File: src/rtl/fp_pkg.sv
// Shared single-precision constants and the stage-A pipeline record for the
// multiplier's normalise/round/pack stage.
package fp_pkg;

    localparam int FP_BIAS   = 127;
    localparam int EXP_MAX   = 255;
    localparam logic [31:0] QNAN = 32'h7FC0_0000;

    localparam int FP_EXP_W  = 8;
    localparam int FP_FRAC_W = 23;
    localparam int FP_MANT_W = FP_FRAC_W + 1;

    // Internal exponent is one bit wider than the 10-bit sum so +1/+carry never wrap.
    localparam int SA_EXP_W  = 11;

    typedef struct packed {
        logic                       sign;
        logic signed [SA_EXP_W-1:0] exp;
        logic [FP_MANT_W-1:0]       mant24;
        logic                       guard;
        logic                       sticky;
        logic                       nan;
        logic                       inf;
        logic                       zero;
    } fp_stageA_t;

    function automatic logic [31:0] fp_pack(input logic sign,
                                            input logic [FP_EXP_W-1:0] exp,
                                            input logic [FP_FRAC_W-1:0] frac);
        return {sign, exp, frac};
    endfunction

endpackage

File: src/rtl/fp_rne_round.sv
// Round-to-nearest-even on a 24-bit significand with guard and sticky bits.
module fp_rne_round
    import fp_pkg::*;
(
    input  logic [FP_MANT_W-1:0] mant_in,
    input  logic                 guard,
    input  logic                 sticky,
    output logic [FP_MANT_W-1:0] mant_out,
    output logic                 carry,
    output logic                 inexact
);

    logic                 round_up;
    logic [FP_MANT_W:0]   sum;

    always_comb begin
        round_up = guard & (sticky | mant_in[0]);
        sum      = {1'b0, mant_in} + {{FP_MANT_W{1'b0}}, round_up};
        carry    = sum[FP_MANT_W];
        // 1.111..1 + ulp becomes 10.000..0: renormalise to 1.0, exponent bumps outside.
        mant_out = carry ? {1'b1, {(FP_MANT_W-1){1'b0}}} : sum[FP_MANT_W-1:0];
        inexact  = guard | sticky;
    end

endmodule

File: src/rtl/fpm_round_norm.sv
// Two-stage normalise (A) and round/pack (B) pipeline behind the FP32 multiplier.
// Handshake: a beat transfers when valid & ready; each stage advances when empty or downstream advances.
module fpm_round_norm
    import fp_pkg::*;
#(
    parameter int EXP_W = 10,
    parameter int MAN_W = 48
) (
    input  logic             clk,
    input  logic             rst,
    input  logic             in_valid,
    output logic             in_ready,
    input  logic [MAN_W-1:0] man_prod,
    input  logic [EXP_W-1:0] exp_sum,
    input  logic             sign_in,
    input  logic             is_nan,
    input  logic             is_inf,
    input  logic             is_zero,
    output logic             out_valid,
    input  logic             out_ready,
    output logic [31:0]      result,
    output logic             flag_ovf,
    output logic             flag_unf,
    output logic             flag_inx
);

    localparam logic signed [SA_EXP_W-1:0] EXP_ONE  = SA_EXP_W'(1);
    localparam logic signed [SA_EXP_W-1:0] EXP_NIL  = SA_EXP_W'(0);
    localparam logic signed [SA_EXP_W-1:0] EXP_OVF  = SA_EXP_W'(EXP_MAX);

    logic       adv_a, adv_b;
    logic       va_q, va_d, vb_q, vb_d;
    fp_stageA_t a_q, a_d, a_new;
    logic [31:0] result_q, result_d;
    logic       ovf_q, ovf_d, unf_q, unf_d, inx_q, inx_d;

    logic signed [SA_EXP_W-1:0] exp_ext;
    logic signed [SA_EXP_W-1:0] exp_r;
    logic [FP_MANT_W-1:0]       mant_r;
    logic                       carry_r, inexact_r;
    logic [31:0]                res_w;
    logic                       ovf_w, unf_w, inx_w;
    logic                       unused_hidden;

    assign adv_b     = !vb_q || out_ready;
    assign adv_a     = !va_q || adv_b;
    assign in_ready  = adv_a;
    assign out_valid = vb_q;
    assign result    = result_q;
    assign flag_ovf  = ovf_q;
    assign flag_unf  = unf_q;
    assign flag_inx  = inx_q;

    // Stage A: align the product so the hidden bit sits at mant24[23].
    always_comb begin
        exp_ext      = SA_EXP_W'(signed'(exp_sum));
        a_new        = '0;
        a_new.sign   = sign_in;
        a_new.nan    = is_nan;
        a_new.inf    = is_inf;
        a_new.zero   = is_zero;
        if (man_prod[MAN_W-1]) begin
            a_new.mant24 = man_prod[MAN_W-1 -: FP_MANT_W];
            a_new.guard  = man_prod[MAN_W-25];
            a_new.sticky = |man_prod[MAN_W-26:0];
            a_new.exp    = exp_ext + EXP_ONE;
        end else begin
            a_new.mant24 = man_prod[MAN_W-2 -: FP_MANT_W];
            a_new.guard  = man_prod[MAN_W-26];
            a_new.sticky = |man_prod[MAN_W-27:0];
            a_new.exp    = exp_ext;
        end
    end

    fp_rne_round u_round (
        .mant_in  (a_q.mant24),
        .guard    (a_q.guard),
        .sticky   (a_q.sticky),
        .mant_out (mant_r),
        .carry    (carry_r),
        .inexact  (inexact_r)
    );

    assign unused_hidden = mant_r[FP_MANT_W-1];

    // Stage B: special operands win, then range limits, then the normal packed value.
    always_comb begin
        res_w = '0;
        ovf_w = 1'b0;
        unf_w = 1'b0;
        inx_w = 1'b0;
        exp_r = a_q.exp + (carry_r ? EXP_ONE : EXP_NIL);
        if (a_q.nan || (a_q.inf && a_q.zero)) begin
            res_w = QNAN;
        end else if (a_q.inf) begin
            res_w = fp_pack(a_q.sign, '1, '0);
        end else if (a_q.zero) begin
            res_w = fp_pack(a_q.sign, '0, '0);
        end else if (exp_r >= EXP_OVF) begin
            res_w = fp_pack(a_q.sign, '1, '0);
            ovf_w = 1'b1;
            inx_w = 1'b1;
        end else if (exp_r <= EXP_NIL) begin
            res_w = fp_pack(a_q.sign, '0, '0);
            unf_w = 1'b1;
            inx_w = 1'b1;
        end else begin
            res_w = fp_pack(a_q.sign, exp_r[FP_EXP_W-1:0], mant_r[FP_FRAC_W-1:0]);
            inx_w = inexact_r;
        end
    end

    always_comb begin
        va_d     = adv_a ? in_valid : va_q;
        a_d      = (adv_a && in_valid) ? a_new : a_q;
        vb_d     = adv_b ? va_q : vb_q;
        result_d = result_q;
        ovf_d    = ovf_q;
        unf_d    = unf_q;
        inx_d    = inx_q;
        if (adv_b && va_q) begin
            result_d = res_w;
            ovf_d    = ovf_w;
            unf_d    = unf_w;
            inx_d    = inx_w;
        end
    end

    always_ff @(posedge clk) begin
        if (rst) begin
            va_q     <= 1'b0;
            vb_q     <= 1'b0;
            a_q      <= '0;
            result_q <= '0;
            ovf_q    <= 1'b0;
            unf_q    <= 1'b0;
            inx_q    <= 1'b0;
        end else begin
            va_q     <= va_d;
            vb_q     <= vb_d;
            a_q      <= a_d;
            result_q <= result_d;
            ovf_q    <= ovf_d;
            unf_q    <= unf_d;
            inx_q    <= inx_d;
        end
    end

endmodule
File: config.mk
export PLATFORM = sky130hd
export DESIGN_NAME = fpm_round_norm
export DESIGN_NICKNAME = d
export VERILOG_FILES = /design/src/rtl/fp_pkg.sv /design/src/rtl/fp_rne_round.sv /design/src/rtl/fpm_round_norm.sv
export SDC_FILE = /design/constraint.sdc
export NUM_CORES = 1
export LEC_CHECK = 0
export ABC_AREA = 1
export BUFFER_PORTS_ARGS = -buffer_cell sky130_fd_sc_hd__buf_2
export CORE_UTILIZATION = 54
export CTS_CLUSTER_SIZE = 10
export DETAILED_ROUTE_END_ITERATION = 10
export PLACE_DENSITY = 0.8
export SYNTH_ARGS = -nofsm -noshare
export SYNTH_HDL_FRONTEND = slang
export SYNTH_SLANG_ARGS = --single-unit
File: constraint.sdc
create_clock -name clk -period 4.8 [get_ports clk]
set_clock_uncertainty 0.05 [all_clocks]
set_input_delay 0.96 -clock clk [delete_from_list [all_inputs] [get_ports clk]]
set_output_delay 0.96 -clock clk [all_outputs]
set_load 0.02 [all_outputs]
-- Word-level counts from Yosys, hierarchy flattened
Cells that the tools add are included.
- word-level logic and storage cells: 54
- output and inout bits: 37
- register bits: 78
- input bits: 66
- $lt $le $gt $ge: 2
- reductions and logical operators: 10
- muxes and demuxes: 22
- bitwise logic cells: 3
- add/sub/neg operators: 3
- operators by type and width (cell ; count):
    31-bit 2-to-1 mux ; 4
    37-bit 2-to-1 mux ; 1
    32-bit 2-to-1 mux ; 1
    24-bit by 1-bit adder with 25-bit output ; 1
    23-bit 2-to-1 mux ; 1
    23-bit OR reduction ; 1
    22-bit OR reduction ; 1
    1-bit 2-to-1 mux ; 15
    10-bit by 2-bit adder with 11-bit output (second input constant) ; 1
    11-bit by 2-bit adder with 11-bit output ; 1
    11-bit by 9-bit >= comparator with 1-bit output (second input constant) ; 1
    11-bit by 1-bit less-or-equal comparator with 1-bit output (second input constant) ; 1
    1-bit logical AND ; 3
    1-bit logical OR ; 3
    1-bit zero test ; 2
    1-bit OR ; 2
    1-bit AND ; 1

-- Longest topological paths before layout
- depth in word-level cells: 11
- gate-level depth with buffers: 26
- gate-level depth less buffers: 25

-- By module
From an unflattened synthesis, not the netlist that was laid out.
- cells, all modules: 654
- area total of the unflattened synthesis: 4405.5 µm²
- by module, submodules not included (module ; area each (µm²) ; times used ; seq. area each (µm²) ; cells each):
    fpm_round_norm ; 3659.8 ; 1 ; 1561.5 ; 509
    fp_rne_round ; 745.7 ; 1 ; 0.0 ; 145

-- Worst setup path after synthesis
No wires, ideal clock.
- kind: reg2reg
- start point: register a_q[5] in the netlist's numbering
- end point: register result_q[13], in the netlist result[13]
- setup time: 0.071 ns
- period minus slack after synthesis: 3.460 ns
- path slack: 1.340 ns
- stages on the path, launching flop included: 24
- required time: 4.679 ns
- path buffers: 1
- arrival: 3.340 ns
- cells stage by stage: dfxtp_1 > o21a_1 > ha_1 > ha_1 > nand2_1 > nor3_2 > inv_1 > nor2_1 > nand2_1 > nor3_1 > and3_1 > ha_1 > ha_1 > nand2_2 > nor2_4 > nand3_2 > nand2_4 > nand2_2 > nor2_4 > nand2_2 > nor2_4 > buf_6 > nand3_2 > a21oi_2
- word-level cells in the longest chain between the ends: 11
- elaborated cells on any way between the ends: 13
- classes of those cells: add/sub (2); order compare (2); mux (7); bitwise (2)
- ends and longest elaborated chain (what ; line ; RTL):
    start, declared ; fpm_round_norm.sv:33 ; fp_stageA_t a_q, a_d, a_new;
    start signal, assigned ; fpm_round_norm.sv:133 ; a_q <= '0;
    start signal, assigned ; fpm_round_norm.sv:141 ; a_q <= a_d;
    1-bit OR ; fp_rne_round.sv:17 ; round_up = guard & (sticky | mant_in[0]);
    1-bit AND ; fp_rne_round.sv:17 ;
    24-bit by 1-bit adder with 25-bit output (*) ; fp_rne_round.sv:18 ; sum = {1'b0, mant_in} + {{FP_MANT_W{1'b0}}, round_up};
    1-bit 2-to-1 mux ; fpm_round_norm.sv:92 ; exp_r = a_q.exp + (carry_r ? EXP_ONE : EXP_NIL);
    11-bit by 2-bit adder with 11-bit output ; fpm_round_norm.sv:92 ;
    11-bit by 1-bit less-or-equal comparator with 1-bit output ; fpm_round_norm.sv:103 ; end else if (exp_r <= EXP_NIL) begin
    31-bit 2-to-1 mux ; fpm_round_norm.sv:103 ;
    31-bit 2-to-1 mux (*) ; fpm_round_norm.sv:99 ; end else if (exp_r >= EXP_OVF) begin
    31-bit 2-to-1 mux (*) ; fpm_round_norm.sv:97 ; end else if (a_q.zero) begin
    31-bit 2-to-1 mux (*) ; fpm_round_norm.sv:95 ; end else if (a_q.inf) begin
    32-bit 2-to-1 mux (*) ; fpm_round_norm.sv:93 ; if (a_q.nan || (a_q.inf && a_q.zero)) begin
    end signal, assigned ; fpm_round_norm.sv:142 ; result_q <= result_d;
    end, declared ; fpm_round_norm.sv:34 ; logic [31:0] result_q, result_d;
Mark *: on every way between the ends. The rest lies on a longest branch, timed or not.
A chain may end at the register's enable or synchronous reset.

-- Worst setup path after layout
- start point: register a_q[5] in the netlist's numbering
- end point: register result_q[0], in the netlist result[0]
Same word-level chain as after synthesis.

==> impl_metrics.csv <==
group,metric,value,unit
status,status,"finished clean",
cells_and_area,fin_nets,777,
logic_synthesis,synth_top_area_share,36.0,%
timing,finalSetupViolations,0,
setup_path,required,5.02,ns
die,die_area,0.00840,mm^2
clocking,numCtsBuffers,9,
routing,drtAntennaViolNets,0,
power,clkPwrFrac,34.7,%
logic_synthesis,dominantRegCellSynth,"dfxtp_1",
clocking,cts_hold_buf,0,
setup_path,critPathLaunchType,"flop",
die,die_h,91.7,um
cells_and_area,drive_gt1_share,23.8,%
cells_and_area,num-fill-cells,709,
routing,wl_per_cell,13.0,um
clocking,path_clk_slew,0.07,ns
setup_path,arrival,4.52,ns
cells_and_area,diodes,0,
power,p_per_area,290,mW/mm^2
timing,setup_tns,0,ns
logic_synthesis,synth-async-reset-ratio,0,%
timing,post-route-period-util,89.6,%
power,irDropWorstVdd,0.163,mV
worst_hold_path,hold_path.class,"reg2reg",
setup_path,r2r_cells,24,
timing,tightest_slew,1.03,ns
logic_synthesis,synth.area.top_cells,"dfxtp_1, nand2_1, o21ai_0",
place,hpwl,8.11,mm
worst_hold_path,hold_path_depth,2,
clocking,htreeDepth,3,
logic_synthesis,synth_sequential_area_ratio,36.0,%
logic_synthesis,synthCells,617,
clocking,cts.repair.resized,0,
cells_and_area,fin_util,65.4,%
logic_synthesis,synth.most_common_cell,"nand2_1",
power,switchingPower,0.000415,W
grt,antenna_found_initial,0,
timing,final-hold-violation-count,0,
logic_synthesis,netlist_area,0.00434,mm^2
power,power_frac_seq,49.0,%
die,fp-row-count,32,
logic_synthesis,ys_types,39,
timing,fmax,0.233,GHz
logic_synthesis,synth_top_area_cell,"dfxtp_1",
timing,finalMaxSlewViolations,0,
die,start_util,55.9,%
routing,drt-pass1-iter-count,7,
routing,drc_errors,0,
clocking,postCtsSetupRepairBufs,0,
setup_path,critPathMaxFanout,20,
timing,min_period,4.30,ns
clocking,clk_latency,0.34,ns
power,p_int,0.00106,W
timing,rsz0062_at_grt,"false",
grt,grt_pass1_wl,17.8,mm
die,pin_count,103,
timing,slew_headroom,31.5,%
clocking,cts-root-buf,"clkbuf_8",
cells_and_area,multi_input_area,0.00243,mm^2
routing,post_drt_via_cell_ratio,5.30,
clocking,cts.sinks,78,
clocking,cts_tree,"built",
logic_synthesis,synth_common_cells,"nand2_1, dfxtp_1, inv_1",
grt,grt_pass1_vias,3851,
routing,drt_wl_total,10.6,mm
logic_synthesis,avgSynthCellArea,7.04,um^2
flow_run,cap_violations,0,
cells_and_area,regArea,0.00156,mm^2
logic_synthesis,synth_seq_cells,78,
place,port_buffers,102,
logic_synthesis,synth_fp_nets,688,
power,p_leak,2.23,nW
cells_and_area,areaGrowthSynthToFinish,17.1,%
routing,num_vias,4306,
power,power_frac_comb,16.3,%
routing,first_iter_violations,214,
place,gp_congestion,0.949,
clocking,cts.path.max_buffers,2,
logic_synthesis,synth_edf_count,0,
grt,overflow,0,
power,p_sw_share,28.2,%
grt,grt_max_degree,55,
setup_path,critPathKind,"reg2reg",
die,coreArea,0.00777,mm^2
setup_path,cp-end-kind,"flop",
die,die_w,91.7,um
grt,grt_util_all_layers,26.2,%
logic_synthesis,ys.warnings.count,0,
-- critical path, stage by stage (launching register included) --
cell and delay [ns]:
dfxtp_1 0.35, o21a_1 0.14, ha_1 0.22, ha_1 0.20, nand2_1 0.09, nor3_2 0.32
inv_1 0.12, nor2_1 0.20, nand2_1 0.13, nor3_1 0.15, and3_1 0.18, ha_1 0.18
ha_1 0.24, nand2_2 0.12, nor2_4 0.15, nand2_1 0.08, nand2_2 0.09, nand2_4 0.09
nand2_2 0.09, nor2_4 0.04, nand2_2 0.09, nand2_4 0.08, nor2_4 0.51, nand3_1 0.15
a21oi_1 0.16
-- final timing paths --
| check | from | end | slack [ns] |
|---|---|---|---|
| worst min-delay path | result[7]$_SDFFE_PP0P_ | result[7]$_SDFFE_PP0P_ | 0.41 |
| worst max register to register | a_q[5]$_SDFFE_PP0P_ | result[0]$_SDFFE_PP0P_ | 0.50 |
| worst max-delay path | a_q[5]$_SDFFE_PP0P_ | result[0]$_SDFFE_PP0P_ | 0.50 |
| worst min register to register | result[7]$_SDFFE_PP0P_ | result[7]$_SDFFE_PP0P_ | 0.41 |
-- per-layer routing --
metal / GRT usage [%] / routed length [um] / vias up / part of all wire (%)
met1: 37.6 / 5210 / 1920 / 49
met2: 40.7 / 4650 / 146 / 44
met4: 6.88 / 150 / 0 / 1.4
met3: 4.15 / 550 / 16 / 5.2
met5: 0 / 0 / - / 0
li1: - / - / 2224 / -
-- state kept, by name (all words and copies together) (netlist names) --
signal / flops
a_q: 41
result: 32
flag_inx: 1
flag_ovf: 1
flag_unf: 1
out_valid: 1
va_q: 1
-- placed cells by master (no fill, tap or decap), drive strengths merged --
cell | netlist | final
inv | 56 | 56
clkinv | 2 | 5
o22ai | 1 | 1
o21ai | 44 | 44
a41oi | 1 | 1
a2111oi | 1 | 1
ha | 5 | 5
a22oi | 1 | 1
a211oi | 5 | 5
o21a | 1 | 1
clkbuf | 23 | 10
buf | 5 | 106
a21boi | 1 | 1
nor3 | 11 | 11
and3 | 1 | 1
a31oi | 25 | 25
nor4 | 4 | 4
o21bai | 3 | 3
a21oi | 47 | 47
o211ai | 2 | 2
nand2 | 172 | 172
nand4 | 10 | 10
xnor2 | 14 | 14
dfxtp | 78 | 78
bufinv | 0 | 2
xor2 | 11 | 11
nand3 | 39 | 39
and2 | 1 | 1
nor2 | 53 | 53
-- cells by family (layout without fill, tap and decap cells) --
logic type | after synthesis | after routing | share of synthesized area (%)
compound gates | 132 | 132 | 17.8
xor+xnor | 25 | 25 | 5.04
fa+ha+maj | 5 | 5 | 1.44
buf+inv | 86 | 179 | 7.98
flops | 78 | 78 | 36.0
simple gates | 291 | 291 | 31.7
-- metrics by stage --
step	std cells	power [W]	worst slack (ns)	area (um^2)	hold slack, ns
after floorplan	617	0.000896	1.34	4340	0.406
after global placement	797	0.000969	0.735	4880	0.400
after detailed placement	797	0.000973	0.553	4880	0.403
after CTS	812	0.00148	0.528	5080	0.414
after global routing	812	0.00155	0.0794	5080	0.427
final	812	0.00147	0.499	5080	0.412
-- power by group through the flow --
stage                     registers, W  logic [W]  clock network, W
after CTS                     0.000720   0.000240          0.000517
final                         0.000721   0.000241          0.000511
after floorplan               0.000735   0.000161                 0
after detailed placement      0.000735   0.000238                 0
after global routing          0.000726   0.000269          0.000551
after global placement        0.000734   0.000236                 0
-- cell type report --
| cell class | instances | share of cell area [%] |
|---|---|---|
| repair buffers | 106 | 10.6 |
| clock inverters | 5 | 1.48 |
| flip-flops and latches | 78 | 30.7 |
| multi-input cells | 453 | 47.9 |
| inverters | 58 | 4.28 |
| clock buffers | 10 | 2.51 |
| well taps | 102 | 2.51 |
Note: power is estimated with default switching activity, not from simulation.
